$ cat src/rtl/dds_freq_meter_pkg.sv
// Shared DDS constants and meter FSM encodings.
// Imported by the meter top, its bus interface and the bench.
package dds_pkg;
    localparam int CLK_HZ  = 12_000_000;
    localparam int PHASE_W = 32;
    localparam int DIV_LAT = PHASE_W + 2;

    localparam logic [1:0] S_IDLE       = 2'd0;
    localparam logic [1:0] S_WAIT_FIRST = 2'd1;
    localparam logic [1:0] S_COUNT      = 2'd2;
endpackage

$ cat src/rtl/dds_freq_meter_if.sv
// Control/result bundle of the frequency meter; master drives en/sig_in, slave returns the tuning word and flags.
// Combinational wires only: no latency, no backpressure.
interface dds_freq_meter_if;
    import dds_pkg::*;

    logic               en;
    logic               sig_in;
    logic [PHASE_W-1:0] m;
    logic               set;
    logic               busy;
    logic               timeout;
    logic               overrun;

    modport master (output en, sig_in, input m, set, busy, timeout, overrun);
    modport slave  (input en, sig_in, output m, set, busy, timeout, overrun);
endinterface

$ cat src/rtl/dds_freq_meter_udiv.sv
// Sequential restoring divider, one quotient bit per cycle; o_done/o_quot are valid during the last iteration cycle.
// Latency DVD_W+1 cycles from start; a start while busy is ignored, i_abort drops the running division.
module udiv_seq #(
    parameter int DVD_W = 33,
    parameter int DVS_W = 24,
    parameter int Q_W   = 32
) (
    input  logic             clk,
    input  logic             rst,
    input  logic             i_start,
    input  logic             i_abort,
    input  logic [DVD_W-1:0] i_dividend,
    input  logic [DVS_W-1:0] i_divisor,
    output logic             o_busy,
    output logic             o_done,
    output logic [Q_W-1:0]   o_quot
);
    localparam int CW = $clog2(DVD_W + 1);

    logic [DVD_W-1:0] r_q;
    logic [DVS_W-1:0] r_rem;
    logic [DVS_W-1:0] r_dvs;
    logic [CW-1:0]    r_cnt;
    logic             r_busy;

    logic [DVS_W:0]   w_trial;
    logic [DVS_W-1:0] w_diff;
    logic             w_ge;
    logic [DVS_W-1:0] w_rem_nxt;
    logic [DVD_W-1:0] w_q_nxt;

    // Remainder stays below the divisor, so the low DVS_W bits of the difference are exact.
    always_comb begin
        w_trial   = {r_rem, r_q[DVD_W-1]};
        w_ge      = (w_trial >= {1'b0, r_dvs});
        w_diff    = w_trial[DVS_W-1:0] - r_dvs;
        w_rem_nxt = w_ge ? w_diff : w_trial[DVS_W-1:0];
        w_q_nxt   = {r_q[DVD_W-2:0], w_ge};
    end

    assign o_busy = r_busy;
    assign o_done = r_busy && (r_cnt == CW'(DVD_W - 1));
    assign o_quot = w_q_nxt[Q_W-1:0];

    always_ff @(posedge clk) begin
        if (rst || i_abort) begin
            r_busy <= 1'b0;
            r_cnt  <= '0;
            r_q    <= '0;
            r_rem  <= '0;
            r_dvs  <= '0;
        end else if (i_start && !r_busy) begin
            r_busy <= 1'b1;
            r_cnt  <= '0;
            r_q    <= i_dividend;
            r_rem  <= '0;
            r_dvs  <= i_divisor;
        end else if (r_busy) begin
            r_q   <= w_q_nxt;
            r_rem <= w_rem_nxt;
            r_cnt <= r_cnt + CW'(1);
            if (o_done) r_busy <= 1'b0;
        end
    end
endmodule

$ cat src/rtl/dds_freq_meter.sv
// Square-wave period meter -> DDS tuning word floor(2^32/P); set lands 34 cycles after the closing edge (DDS_FREQ_METER_AVG4_EN: 4-period average, 36 cycles).
// No backpressure: a period closing while the divider is busy is dropped and flagged in the sticky overrun.
module dds_freq_meter
    import dds_pkg::*;
#(
    parameter int CNT_W = 24
) (
    input  logic            clk,
    input  logic            rst,
    dds_freq_meter_if.slave bus
);
`ifdef DDS_FREQ_METER_AVG4_EN
    localparam int DVD_W = PHASE_W + 3;
    localparam int DVS_W = CNT_W + 2;
`else
    localparam int DVD_W = PHASE_W + 1;
    localparam int DVS_W = CNT_W;
`endif
    localparam logic [DVD_W-1:0] DIVIDEND = {1'b1, {(DVD_W-1){1'b0}}};
    localparam logic [CNT_W-1:0] CNT_MAX  = '1;

    logic               r_s1, r_s2, r_s3;
    logic [1:0]         r_state;
    logic [CNT_W-1:0]   r_cnt;
    logic               r_en_d;
    logic [PHASE_W-1:0] r_m;
    logic               r_set, r_timeout, r_overrun;

    logic               w_rise, w_close, w_tmo, w_start;
    logic               w_div_busy, w_div_done;
    logic [PHASE_W-1:0] w_quot;
    logic [DVS_W-1:0]   w_divisor;

    assign w_rise  = r_s2 & ~r_s3;
    assign w_close = bus.en && (r_state == S_COUNT) && w_rise;
    assign w_tmo   = bus.en && (r_state == S_COUNT) && !w_rise && (r_cnt == CNT_MAX);

`ifdef DDS_FREQ_METER_AVG4_EN
    logic [CNT_W+1:0] r_acc;
    logic [CNT_W+1:0] w_sum;
    logic [1:0]       r_nper;

    assign w_sum     = r_acc + {2'b00, r_cnt};
    assign w_start   = w_close && (r_nper == 2'd3);
    assign w_divisor = w_sum;

    always_ff @(posedge clk) begin
        if (rst || !bus.en || (r_state != S_COUNT) || w_tmo) begin
            r_acc  <= '0;
            r_nper <= '0;
        end else if (w_close) begin
            r_acc  <= (r_nper == 2'd3) ? '0 : w_sum;
            r_nper <= r_nper + 2'd1;
        end
    end
`else
    assign w_start   = w_close;
    assign w_divisor = r_cnt;
`endif

    udiv_seq #(
        .DVD_W (DVD_W),
        .DVS_W (DVS_W),
        .Q_W   (PHASE_W)
    ) u_div (
        .clk        (clk),
        .rst        (rst),
        .i_start    (w_start),
        .i_abort    (!bus.en),
        .i_dividend (DIVIDEND),
        .i_divisor  (w_divisor),
        .o_busy     (w_div_busy),
        .o_done     (w_div_done),
        .o_quot     (w_quot)
    );

    always_ff @(posedge clk) begin
        if (rst) begin
            r_s1      <= 1'b0;
            r_s2      <= 1'b0;
            r_s3      <= 1'b0;
            r_state   <= S_WAIT_FIRST;
            r_cnt     <= '0;
            r_en_d    <= 1'b0;
            r_m       <= '0;
            r_set     <= 1'b0;
            r_timeout <= 1'b0;
            r_overrun <= 1'b0;
        end else begin
            r_s1   <= bus.sig_in;
            r_s2   <= r_s1;
            r_s3   <= r_s2;
            r_en_d <= bus.en;
            r_set  <= 1'b0;

            if (!bus.en) begin
                r_state <= S_IDLE;
                r_cnt   <= '0;
            end else begin
                case (r_state)
                    S_IDLE: r_state <= S_WAIT_FIRST;
                    S_WAIT_FIRST: begin
                        if (w_rise) begin
                            r_state <= S_COUNT;
                            r_cnt   <= CNT_W'(1);
                        end
                    end
                    S_COUNT: begin
                        if (w_tmo) begin
                            r_state <= S_WAIT_FIRST;
                            r_cnt   <= '0;
                        end else if (w_rise) begin
                            r_cnt <= CNT_W'(1);
                        end else begin
                            r_cnt <= r_cnt + CNT_W'(1);
                        end
                    end
                    default: r_state <= S_IDLE;
                endcase
            end

            if (bus.en && !r_en_d) begin
                r_timeout <= 1'b0;
                r_overrun <= 1'b0;
            end else begin
                if (w_tmo) r_timeout <= 1'b1;
                if (w_start && w_div_busy) r_overrun <= 1'b1;
            end

            // Timeout result beats a division finishing in the same cycle.
            if (w_tmo) begin
                r_m   <= '0;
                r_set <= 1'b1;
            end else if (bus.en && w_div_done) begin
                r_m   <= w_quot;
                r_set <= 1'b1;
            end
        end
    end

    assign bus.m       = r_m;
    assign bus.set     = r_set;
    assign bus.busy    = w_div_busy;
    assign bus.timeout = r_timeout;
    assign bus.overrun = r_overrun;
endmodule

$ cat src/flat_wrapper.sv
// flat-port wrapper written by rule: the top's interface ports become plain ports
module dds_freq_meter_flat import dds_pkg::*;
#(
    parameter int CNT_W = 24
)
  (clk, rst, bus_en, bus_sig_in, bus_m, bus_set, bus_busy, bus_timeout, bus_overrun);
  dds_freq_meter_if bus_i ();
  input  logic clk;
  input  logic rst;
  input wire logic [$bits(bus_i.en)-1:0] bus_en;
  input wire logic [$bits(bus_i.sig_in)-1:0] bus_sig_in;
  output wire logic [$bits(bus_i.m)-1:0] bus_m;
  output wire logic [$bits(bus_i.set)-1:0] bus_set;
  output wire logic [$bits(bus_i.busy)-1:0] bus_busy;
  output wire logic [$bits(bus_i.timeout)-1:0] bus_timeout;
  output wire logic [$bits(bus_i.overrun)-1:0] bus_overrun;
  assign bus_i.en = bus_en;
  assign bus_i.sig_in = bus_sig_in;
  assign bus_m = bus_i.m;
  assign bus_set = bus_i.set;
  assign bus_busy = bus_i.busy;
  assign bus_timeout = bus_i.timeout;
  assign bus_overrun = bus_i.overrun;
  dds_freq_meter #(.CNT_W(CNT_W)) u_core (.clk(clk), .rst(rst), .bus(bus_i));
endmodule
$ cat config.mk
export PLATFORM = sky130hd
export DESIGN_NAME = dds_freq_meter_flat
export DESIGN_NICKNAME = d
export VERILOG_FILES = /design/src/rtl/dds_freq_meter_pkg.sv /design/src/rtl/dds_freq_meter_if.sv /design/src/rtl/dds_freq_meter_udiv.sv /design/src/rtl/dds_freq_meter.sv /design/src/flat_wrapper.sv
export SDC_FILE = /design/constraint.sdc
export NUM_CORES = 1
export LEC_CHECK = 0
export BUFFER_PORTS_ARGS = -buffer_cell sky130_fd_sc_hd__buf_4
export CAP_MARGIN = 25
export CORE_MARGIN = 2
export CORE_UTILIZATION = 40
export CTS_CLUSTER_DIAMETER = 60
export DETAILED_ROUTE_END_ITERATION = 8
export GPL_TIMING_DRIVEN = 0
export HOLD_SLACK_MARGIN = 0.08
export PLACE_DENSITY = 0.63
export SETUP_SLACK_MARGIN = 0.2
export SKIP_CTS_REPAIR_TIMING = 1
export SLEW_MARGIN = 20
export SYNTH_ARGS = -nofsm -noshare
export SYNTH_HDL_FRONTEND = slang
export SYNTH_SLANG_ARGS = --single-unit
$ cat constraint.sdc
create_clock -name clk -period 4 [get_ports clk]
set_input_delay 0.8 -clock clk [delete_from_list [all_inputs] [get_ports clk]]
set_output_delay 0.8 -clock clk [all_outputs]
set_load 0.05 [all_outputs]
Word level (Yosys, flattened, before mapping)
Index checks and enable logic that the tools add are counted.
{ "op_classes": {"addsub": 3, "magnitude_cmp": 1, "eq_ne": 8, "muxes": 16, "bitwise": 3, "n_reduce_logical": 24} }
{ "ops": {"columns": ["op", "n"], "rows": [
  ["$mux 24", 4],
  ["$mux 33", 2],
  ["$pmux 24 s2", 1],
  ["$ge 25x24->1", 1],
  ["$add 24x1->24 const B", 1],
  ["$eq 24x24->1 const B", 1],
  ["$sub 24x24->24", 1],
  ["$logic_and 1x1->1", 9],
  ["$reduce_or 2->1", 4],
  ["$add 6x1->6 const B", 1],
  ["$eq 6x6->1 const B", 1],
  ["$mux 1", 6],
  ["$ne 3x2->1 const B", 2],
  ["$pmux 2 s3", 1],
  ["$reduce_and 2->1", 3],
  ["$logic_not 1->1", 4],
  ["$mux 2", 2],
  ["$ne 2x1->1 const B", 2],
  ["$reduce_bool 2->1", 2],
  ["$eq 2x1->1 const B", 1],
  ["$eq 2x2->1 const B", 1],
  ["$logic_not 2->1", 1],
  ["$not 1->1", 2],
  ["$and 1x1->1", 1],
  ["$logic_or 1x1->1", 1]
]} }
{ "word_totals": {"regBits": 153, "out_inout_bits": 36} }

Depth between registers and ports, before layout
Gate-level depths: netlist of the first run.
{ "depth": {"ltp_word": 8, "depth_mapped": 13, "mapped_depth_nobuf": 11} }

By module
A second synthesis of the first run with hierarchy kept.
{ "hier_totals": {"hier_cells": 1002, "area_unflattened_um2": 8062.7} }
{ "by_module_without_submodules": {"columns": ["mod", "n_inst", "cells_per_inst", "area_per_inst_um2", "seq_area_each_um2"], "rows": [
  ["udiv_seq", 1, 668, 5342.6, 1761.7],
  ["dds_freq_meter", 1, 334, 2720.1, 1301.2]
]} }

Worst setup path before layout of the first run
Ideal clock, no wire load.
{ "synth_timing": {"path_kind": "reg-to-reg", "startpoint": "register u_core.u_div.r_dvs[19]", "endpoint": "register u_core.u_div.r_rem[23]", "setup_time_ps": 126, "arrival_ps": 2302, "required_time_ps": 3874, "slack_ps": 1573, "path_stages_with_launch": 14, "period_less_slack_ps": 2427, "path_cell_list": "dfxtp_1 > inv_1 > ha_1 > buf_2 > nand2_1 > nor4_2 > nor2b_1 > o2111ai_1 > a31oi_1 > nor2_2 > buf_4 > buf_2 > a41oi_1 > o31ai_1"} }
{ "synth_via": {"elab_chain_len": 2} }
{ "synth_lines": {"columns": ["element", "line", "source"], "rows": [
  ["from (decl)", "dds_freq_meter_udiv.sv:22", "logic [DVS_W-1:0] r_dvs;"],
  ["from (signal assigned)", "dds_freq_meter_udiv.sv:57", "r_dvs <= i_divisor;"],
  ["$sub 24x24->24 or $ge 25x24->1 (tied branches)", "dds_freq_meter_udiv.sv:36, dds_freq_meter_udiv.sv:35", null],
  ["$mux 24 *", "dds_freq_meter_udiv.sv:37", "w_rem_nxt = w_ge ? w_diff : w_trial[DVS_W-1:0];"],
  ["to (signal assigned)", "dds_freq_meter_udiv.sv:60", "r_rem <= w_rem_nxt;"],
  ["to (decl)", "dds_freq_meter_udiv.sv:21", "logic [DVS_W-1:0] r_rem;"]
]} }
Mark *: on every way between the ends. The rest lies on a longest branch, timed or not.
A chain may end at the register's enable or synchronous reset.

Worst setup path after layout of the first run
{ "layout_timing": {"startpoint": "register u_core.u_div.r_dvs[16]", "endpoint": "register u_core.u_div.r_rem[19]"} }
Same word-level chain as after synthesis.

==> results of run 1 <==
## synth_stat cells, types with 6 or more instances
| cell | instances | share of area (%) |
|---|---|---|
| a31oi_1 | 7 | 0.60 |
| o21a_1 | 6 | 0.61 |
| a21oi_1 | 102 | 6.9 |
| nor3_1 | 13 | 0.89 |
| nand2b_1 | 9 | 0.77 |
| nand3_1 | 25 | 1.7 |
| xnor2_1 | 17 | 2.0 |
| nor2b_1 | 15 | 1.3 |
| a21o_1 | 8 | 0.82 |
| buf_2 | 8 | 0.54 |
| nand4_1 | 14 | 1.2 |
| clkbuf_1 | 36 | 1.8 |
| mux2i_1 | 47 | 6.4 |
| inv_1 | 33 | 1.7 |
| nand2_1 | 145 | 7.4 |
| dfxtp_1 | 153 | 42 |
| nor2_1 | 93 | 4.8 |
| ha_1 | 27 | 4.6 |
| o21ai_0 | 35 | 2.4 |
| xor2_1 | 20 | 2.4 |
## layer usage
layer,vias to the layer above,wire length [um],GRT usage [%]
li1,3225,-,-
met2,128,7819,28.48
met4,0,268,7.390
met3,23,808,3.648
met5,-,0,0
met1,2865,8536,25.68
## power groups by stage
stage	combinational (uW)	clock (uW)	sequential [uW]
after floorplan	32.0	0	1560
after global placement	50.1	0	1560
after detailed placement	49.9	0	1560
after CTS	50.4	1800	1530
after global routing	55.3	1870	1530
final	49.8	1770	1530
## state kept, by name (all words and copies together) (netlist names), 2 cells and up
name,count
u_core.bus.m,32
u_core.r_cnt,24
u_core.r_state,2
u_core.u_div.r_cnt,6
u_core.u_div.r_dvs,24
u_core.u_div.r_q,33
u_core.u_div.r_rem,24
## cell families (layout without fill, tap and decap cells)
group,Yosys count,count (layout),share of synthesized area [%]
flops,153,153,41.69
simple gates,350,350,21.97
compound gates,201,201,16.03
fa+ha+maj,28,28,4.871
buf+inv,83,154,4.632
xor+xnor,37,37,4.411
mux,47,47,6.403
## area by class of cell
type	count	area, sq um
Sequential cell	153	3063
Timing Repair Buffer	39	292.8
Inverter	33	123.9
Tap cell	229	286.5
Buffer	50	216.5
Multi-Input combinational cell	663	3944
Clock inverter	14	210.2
Fill cell	1801	9388
Clock buffer	18	439.2
## cell usage in the layout (no fill, tap or decap), types with 5 or more instances in the layout
master       n
a31oi_1      7
and3_1       5
dfxtp_1    153
nor3_1      13
o21ai_0     35
xor2_1      20
clkbuf_1    36
ha_1        27
clkbuf_16   17
nor2_1      93
nand4_1     14
nand2b_1     9
buf_2        8
a211oi_1     5
a21oi_1    102
nor2b_1     15
nand3_1     25
inv_1       33
nand2_1    145
o21a_1       6
a21o_1       8
buf_4       42
mux2i_1     47
xnor2_1     17
## metrics by stage
| step | total power (uW) | cell area, sq um | util (%) | hold WS (ns) | setup slack (ns) |
|---|---|---|---|---|---|
| finish | 3345 | 8576 | 47.74 | 0.4535 | 0.8828 |
| floorplan | 1593 | 7347 | - | 0.4138 | 1.573 |
| CTS | 3378 | 8576 | 47.74 | 0.4551 | 0.9832 |
| detailed placement | 1612 | 7926 | 44.12 | 0.4429 | 0.9940 |
| global route | 3451 | 8576 | 47.74 | 0.4578 | 0.6405 |
| global placement | 1612 | 7926 | 44.12 | 0.4396 | 0.9547 |
## worst min path at each step
stage                       end
floorplan           u_core.r_s2
global placement    u_core.r_s2
detailed placement  u_core.r_s2
CTS                 u_core.r_s2
global route        u_core.r_s2
finish              u_core.r_s2
==> key figures, run 1 <==
Status
  • Status: complete, no violations

Power and ir drop
  • Pwr/cell area: 390.0 mW/mm^2
  • Internal Power: 2618 uW
  • NetSw: 726.8 uW
  • Sw Share: 21.73%
  • Seq pwr share: 45.7%
  • Combinational share of power: 1.5%
  • Peak supply drop: 0.3258 mV
  • LEAKAGE: 0.003100 uW
  • Clk pwr share: 52.8%

Die
  • Placeable Area: 0.01796 sq mm
  • Core Rows: 49
  • Die ar.: 0.01947 sq mm
  • Initial Util: 40.90%
  • Die Y: 139.5 um
  • Die Span X: 139.5 um
  • I/O Pins: 40

Timing
  • Setup TNS: 0 ns
  • Slew margin rel.: 49.25%
  • Worst slew pin tran: 0.7613 ns
  • Period utilization: 77.93%
  • Fmax: 320.8 MHz
  • Setup-failing EPs final: 0
  • Clock skew: 0.007135 ns
  • Final min period: 3.117 ns
  • Unrepaired setup endpoints after global routing: no
  • Slew Viols, Final: 0
  • Hold violation total from the final report: 0

Clock network
  • Clock transition at the registers of the reported paths: 0.06 ns
  • Clk buf depth: 2
  • CTS root buf: clkbuf_16
  • Worst-Skew Late Latency: 0.43 ns
  • Clock sink total: 153
  • TritonCTS clock tree: built
  • CTS H-tree lvls: 4
  • CTS Buf Count: 17

Synthesis
  • Synth cell types: 62
  • Register bit count reported by yosys: 153
  • Synth warn: 0
  • Net Count, Synth: 931
  • Post-synth EDFFs: 0
  • Seq/Total Area, Yosys: 41.69%
  • Syn Area/Cell: 8.172 sq um
  • Post-Synthesis Cells: 899
  • Synthesized area: 0.007347 sq mm
  • Asr flop ratio synth: 0%
  • Dominant synthesized flop cell: dfxtp_1

Worst setup path
  • Critical R2R Launch: u_core.u_div.r_dvs[16]
  • CP max stage cell: a21oi_1
  • Worst Setup SP: u_core.u_div.r_dvs[16]
  • Worst setup SP type: register
  • Worst Path Max Fanout: 10
  • Critical Path Sink: u_core.u_div.r_rem[19]
  • WP depth: 13
  • R2r endpoint: u_core.u_div.r_rem[19]
  • Crit end category: register
  • CP top delay family: compound AO/OA/AOI/OAI gates
  • Worst EP arrival: 3.40 ns
  • Worst-path cell chain: inv_1 > ha_1 > buf_2 > a21oi_1 > o21a_1 > o21ai_0 > nand2_1 > a31oi_1 > nor2_2 > buf_4 > buf_6 > mux2i_1 > a21oi_1
  • CP required: 4.28 ns
  • CP most frequent cell: a21oi_1
  • R2R setup slack: 0.88 ns
  • Critical path's largest stage delay: 0.40 ns
  • Critical path type: reg -> reg
  • WP buf/inv: 4
  • R2r worst-path depth: 13

Global routing
  • GRT overflow: 0
  • First-pass GRT wire length: 29.63 mm
  • Vias in the first global route: 6018
  • All-layer global routing usage: 18.55%
  • Antenna violations before repair: 0
  • Pin count of the biggest net entering global routing: 17

Route
  • Avg Vias per Cell: 5.205
  • Starting DRC count in detailed routing: 329
  • Average wire per standard cell: 14.54 um
  • DRC Markers: 0
  • Vias: 6241
  • Post-route ant nets: 0
  • Pre-antenna DRT Iters: 5
  • Detailed Route WL: 17.43 mm

Worst hold path
  • Hold Crit Class: reg -> reg
  • Hold Startpoint: u_core.r_s1
  • Hold Path Stages: 1

Placed design
  • Detail Placement HPWL: 12.89 mm
  • Cells after DPL: 1167
  • Placer Congestion: 0.8897
  • PortBufs: 39

Final layout
  • Layout area overhead: 16.72%
  • Layout cell share with drive strength beyond 1: 9.485%
  • Final Non-Filler Cells: 1199
  • Final net count: 989
  • Antenna fix cells: 0

Flow run
  • # Max-Cap Violations: 0
(Power assumes the default switching activity.)
==> run 2: changes to the inputs <==
==> constraint.sdc (replaced) <==
create_clock -name clk -period 2.9 [get_ports clk]
set_input_delay 0.58 -clock clk [delete_from_list [all_inputs] [get_ports clk]]
set_output_delay 0.58 -clock clk [all_outputs]
set_load 0.05 [all_outputs]
==> run 2 against run 1 <==
Clock skew down 0.0011 ns; worst hold slack worse by 0.088 ns; die area unchanged; fmax up 17%; critical path type unchanged; largest cell class unchanged; largest power group unchanged.
==> key figures, run 2 (synthesis gave the netlist of run 1 again) <==
Power and ir drop
  • Total power: 4609 uW (+38%)
  • LEAKAGE: 0.003245 uW (+4.7%)
  • Pwr/cell area: 513.8 mW/mm^2 (+32%)
  • Peak supply drop: 0.4496 mV (+38%)

Timing
  • Clock skew: 0.006067 ns (-0.001068 ns)
  • Slew margin rel.: 49.34% (+0.093 points)
  • Worst slew pin tran: 0.7599 ns (-0.001395 ns)
  • Fmax: 376.5 MHz (+17%)
  • Setup TNS: 0 ns (unchanged)
  • Period utilization: 91.60% (+14 points)
  • Slew Viols, Final: 0 (unchanged)
  • Hold violation total from the final report: 0 (unchanged)
  • Final min period: 2.656 ns (-0.4609 ns)
  • Setup-failing EPs final: 0 (unchanged)
  • Unrepaired setup endpoints after global routing: yes

Route
  • Vias: 6397 (+2.5%)
  • Detailed Route WL: 18.16 mm (+4.2%)
  • DRC Markers: 0 (unchanged)
  • Avg Vias per Cell: 5.282 (+1.5%)
  • Average wire per standard cell: 15.00 um (+3.2%)
  • Pre-antenna DRT Iters: 5 (unchanged)
  • Starting DRC count in detailed routing: 356 (+8.2%)
  • Post-route ant nets: 0 (unchanged)

Worst hold path
  • Hold Path Stages: 2 (+1)
  • Hold endpoint: u_core.r_s1
  • Hold Crit Class: in -> reg
  • Hold Startpoint: bus_sig_in

Worst setup path
  • Critical path's largest stage delay: 0.46 ns (+0.06 ns)
  • R2R setup slack: 0.24 ns (-0.64 ns)
  • Worst EP arrival: 2.93 ns (-0.47 ns)
  • Crit end category: register
  • CP max stage cell: ha_1
  • Worst-path cell chain: inv_1 > ha_1 > nand2_1 > nor2_1 > a41oi_2 > a31oi_4 > nor2_4 > buf_8 > buf_12 > mux2i_1 > a21oi_1
  • WP depth: 11 (-2)
  • Critical path type: reg -> reg
  • Worst setup SP type: register
  • WP buf/inv: 3 (-1)
  • Critical R2R Launch: u_core.u_div.r_dvs[10]
  • CP required: 3.17 ns (-1.11 ns)
  • CP top delay family: simple AND/OR/NAND/NOR gates
  • Worst Path Max Fanout: 10 (unchanged)
  • R2r worst-path depth: 11 (-2)
  • R2r endpoint: u_core.u_div.r_rem[14]

Final layout
  • Commonest non-fill, non-tap cell in the layout: dfxtp_1
  • Top reg by flops: u_core.u_div.r_q
  • Number of flip-flops in the largest register: 33 (unchanged)
  • Layout cell share with drive strength beyond 1: 14.26% (+4.8 points)
  • Final net count: 1001 (+1.2%)
  • Layout area overhead: 22.09%
  • Most frequent cells in the layout: dfxtp_1, nand2_1, nor2_1, a21oi_1, buf_4
  • Antenna fix cells: 0 (unchanged)

Placed design
  • Detail Placement HPWL: 12.89 mm (unchanged)
  • PortBufs: 39 (unchanged)
  • Placer Congestion: 0.8897 (unchanged)

Clock network
  • Clock sink total: 153 (unchanged)
  • Clk buf depth: 2 (unchanged)
  • CTS H-tree lvls: 4 (unchanged)
  • Clock transition at the registers of the reported paths: 0.06 ns (about the same)
  • CTS Buf Count: 17 (unchanged)
  • TritonCTS clock tree: built
  • CTS root buf: clkbuf_16
  • Worst-Skew Late Latency: 0.42 ns (about the same)

Die
  • Die Span X: 139.5 um (unchanged)
  • Die ar.: 0.01947 sq mm (unchanged)
  • Die Y: 139.5 um (unchanged)
  • Core Rows: 49 (unchanged)
  • Placeable Area: 0.01796 sq mm (unchanged)
  • I/O Pins: 40 (unchanged)
  • Initial Util: 40.90% (unchanged)

Flow run
  • # Max-Cap Violations: 0 (unchanged)

Status
  • Status: complete, no violations

Global routing
  • Vias in the first global route: 6018 (unchanged)
  • First-pass GRT wire length: 29.63 mm (unchanged)
  • GRT overflow: 0 (unchanged)
  • Pin count of the biggest net entering global routing: 17 (unchanged)
  • Antenna violations before repair: 0 (unchanged)
  • All-layer global routing usage: 18.55% (unchanged)
run 2: changes by cell type in the layout (fill, tap and decap cells not counted), moves of 5 or more:
cell,before,now
buf_4,42,54
a21oi_1,102,93
ha_1,27,20
ha_4,0,6
a21oi_2,0,5
run 2: worst max path at each step:
stage / endpoint / slack, ns / from
after floorplan: u_core.u_div.r_rem[23] / 0.47 / u_core.u_div.r_dvs[19]
after global placement: u_core.u_div.r_rem[19] / -0.07 / u_core.u_div.r_dvs[16]
after detailed placement: u_core.u_div.r_rem[19] / -0.10 / u_core.u_div.r_dvs[16]
after CTS: u_core.u_div.r_rem[19] / -0.12 / u_core.u_div.r_dvs[16]
after global routing: u_core.u_div.r_rem[22] / 0.14 / u_core.u_div.r_q[32]
final: u_core.u_div.r_rem[14] / 0.24 / u_core.u_div.r_dvs[10]
run 2: power by group:
part | switching, uW | total [uW] | internal, uW
sequential | 2.12 | 2110 | 2100
combinational | 51.8 | 69.1 | 17.3
clock | 944 | 2430 | 1490
total | 998 | 4610 | 3610
run 2: layout make-up:
type / instances / area [sq um]
Clock inverter: 14 / 210.2
Inverter: 33 / 123.9
Clock buffer: 18 / 439.2
Multi-Input combinational cell: 663 / 4189
Timing Repair Buffer: 51 / 400.4
Sequential cell: 153 / 3067
Fill cell: 1731 / 8994
Tap cell: 229 / 286.5
Buffer: 50 / 254.0
run 2: metrics by stage:
step | instance area, sq um | cells | hold WS (ns) | setup WS (ns) | utilization [%]
final | 8970 | 1211 | 0.3658 | 0.2437 | 49.93
after global placement | 7926 | 1167 | 0.4396 | -0.07334 | 44.12
after detailed placement | 7926 | 1167 | 0.4429 | -0.1035 | 44.12
after global routing | 8970 | 1211 | 0.3780 | 0.1420 | 49.93
after CTS | 8576 | 1199 | 0.3555 | -0.1168 | 47.74
after floorplan | 7347 | 899 | 0.4138 | 0.4726 | -
run 2: routing by layer:
metal  up-vias  part of all wire [%]  global-route usage [%]
met1      2976                    48                   25.68
met4         0                   2.3                   7.390
met3        43                   4.6                   3.648
met2       128                    45                   28.48
li1       3250                     -                       -
met5         -                     0                       0
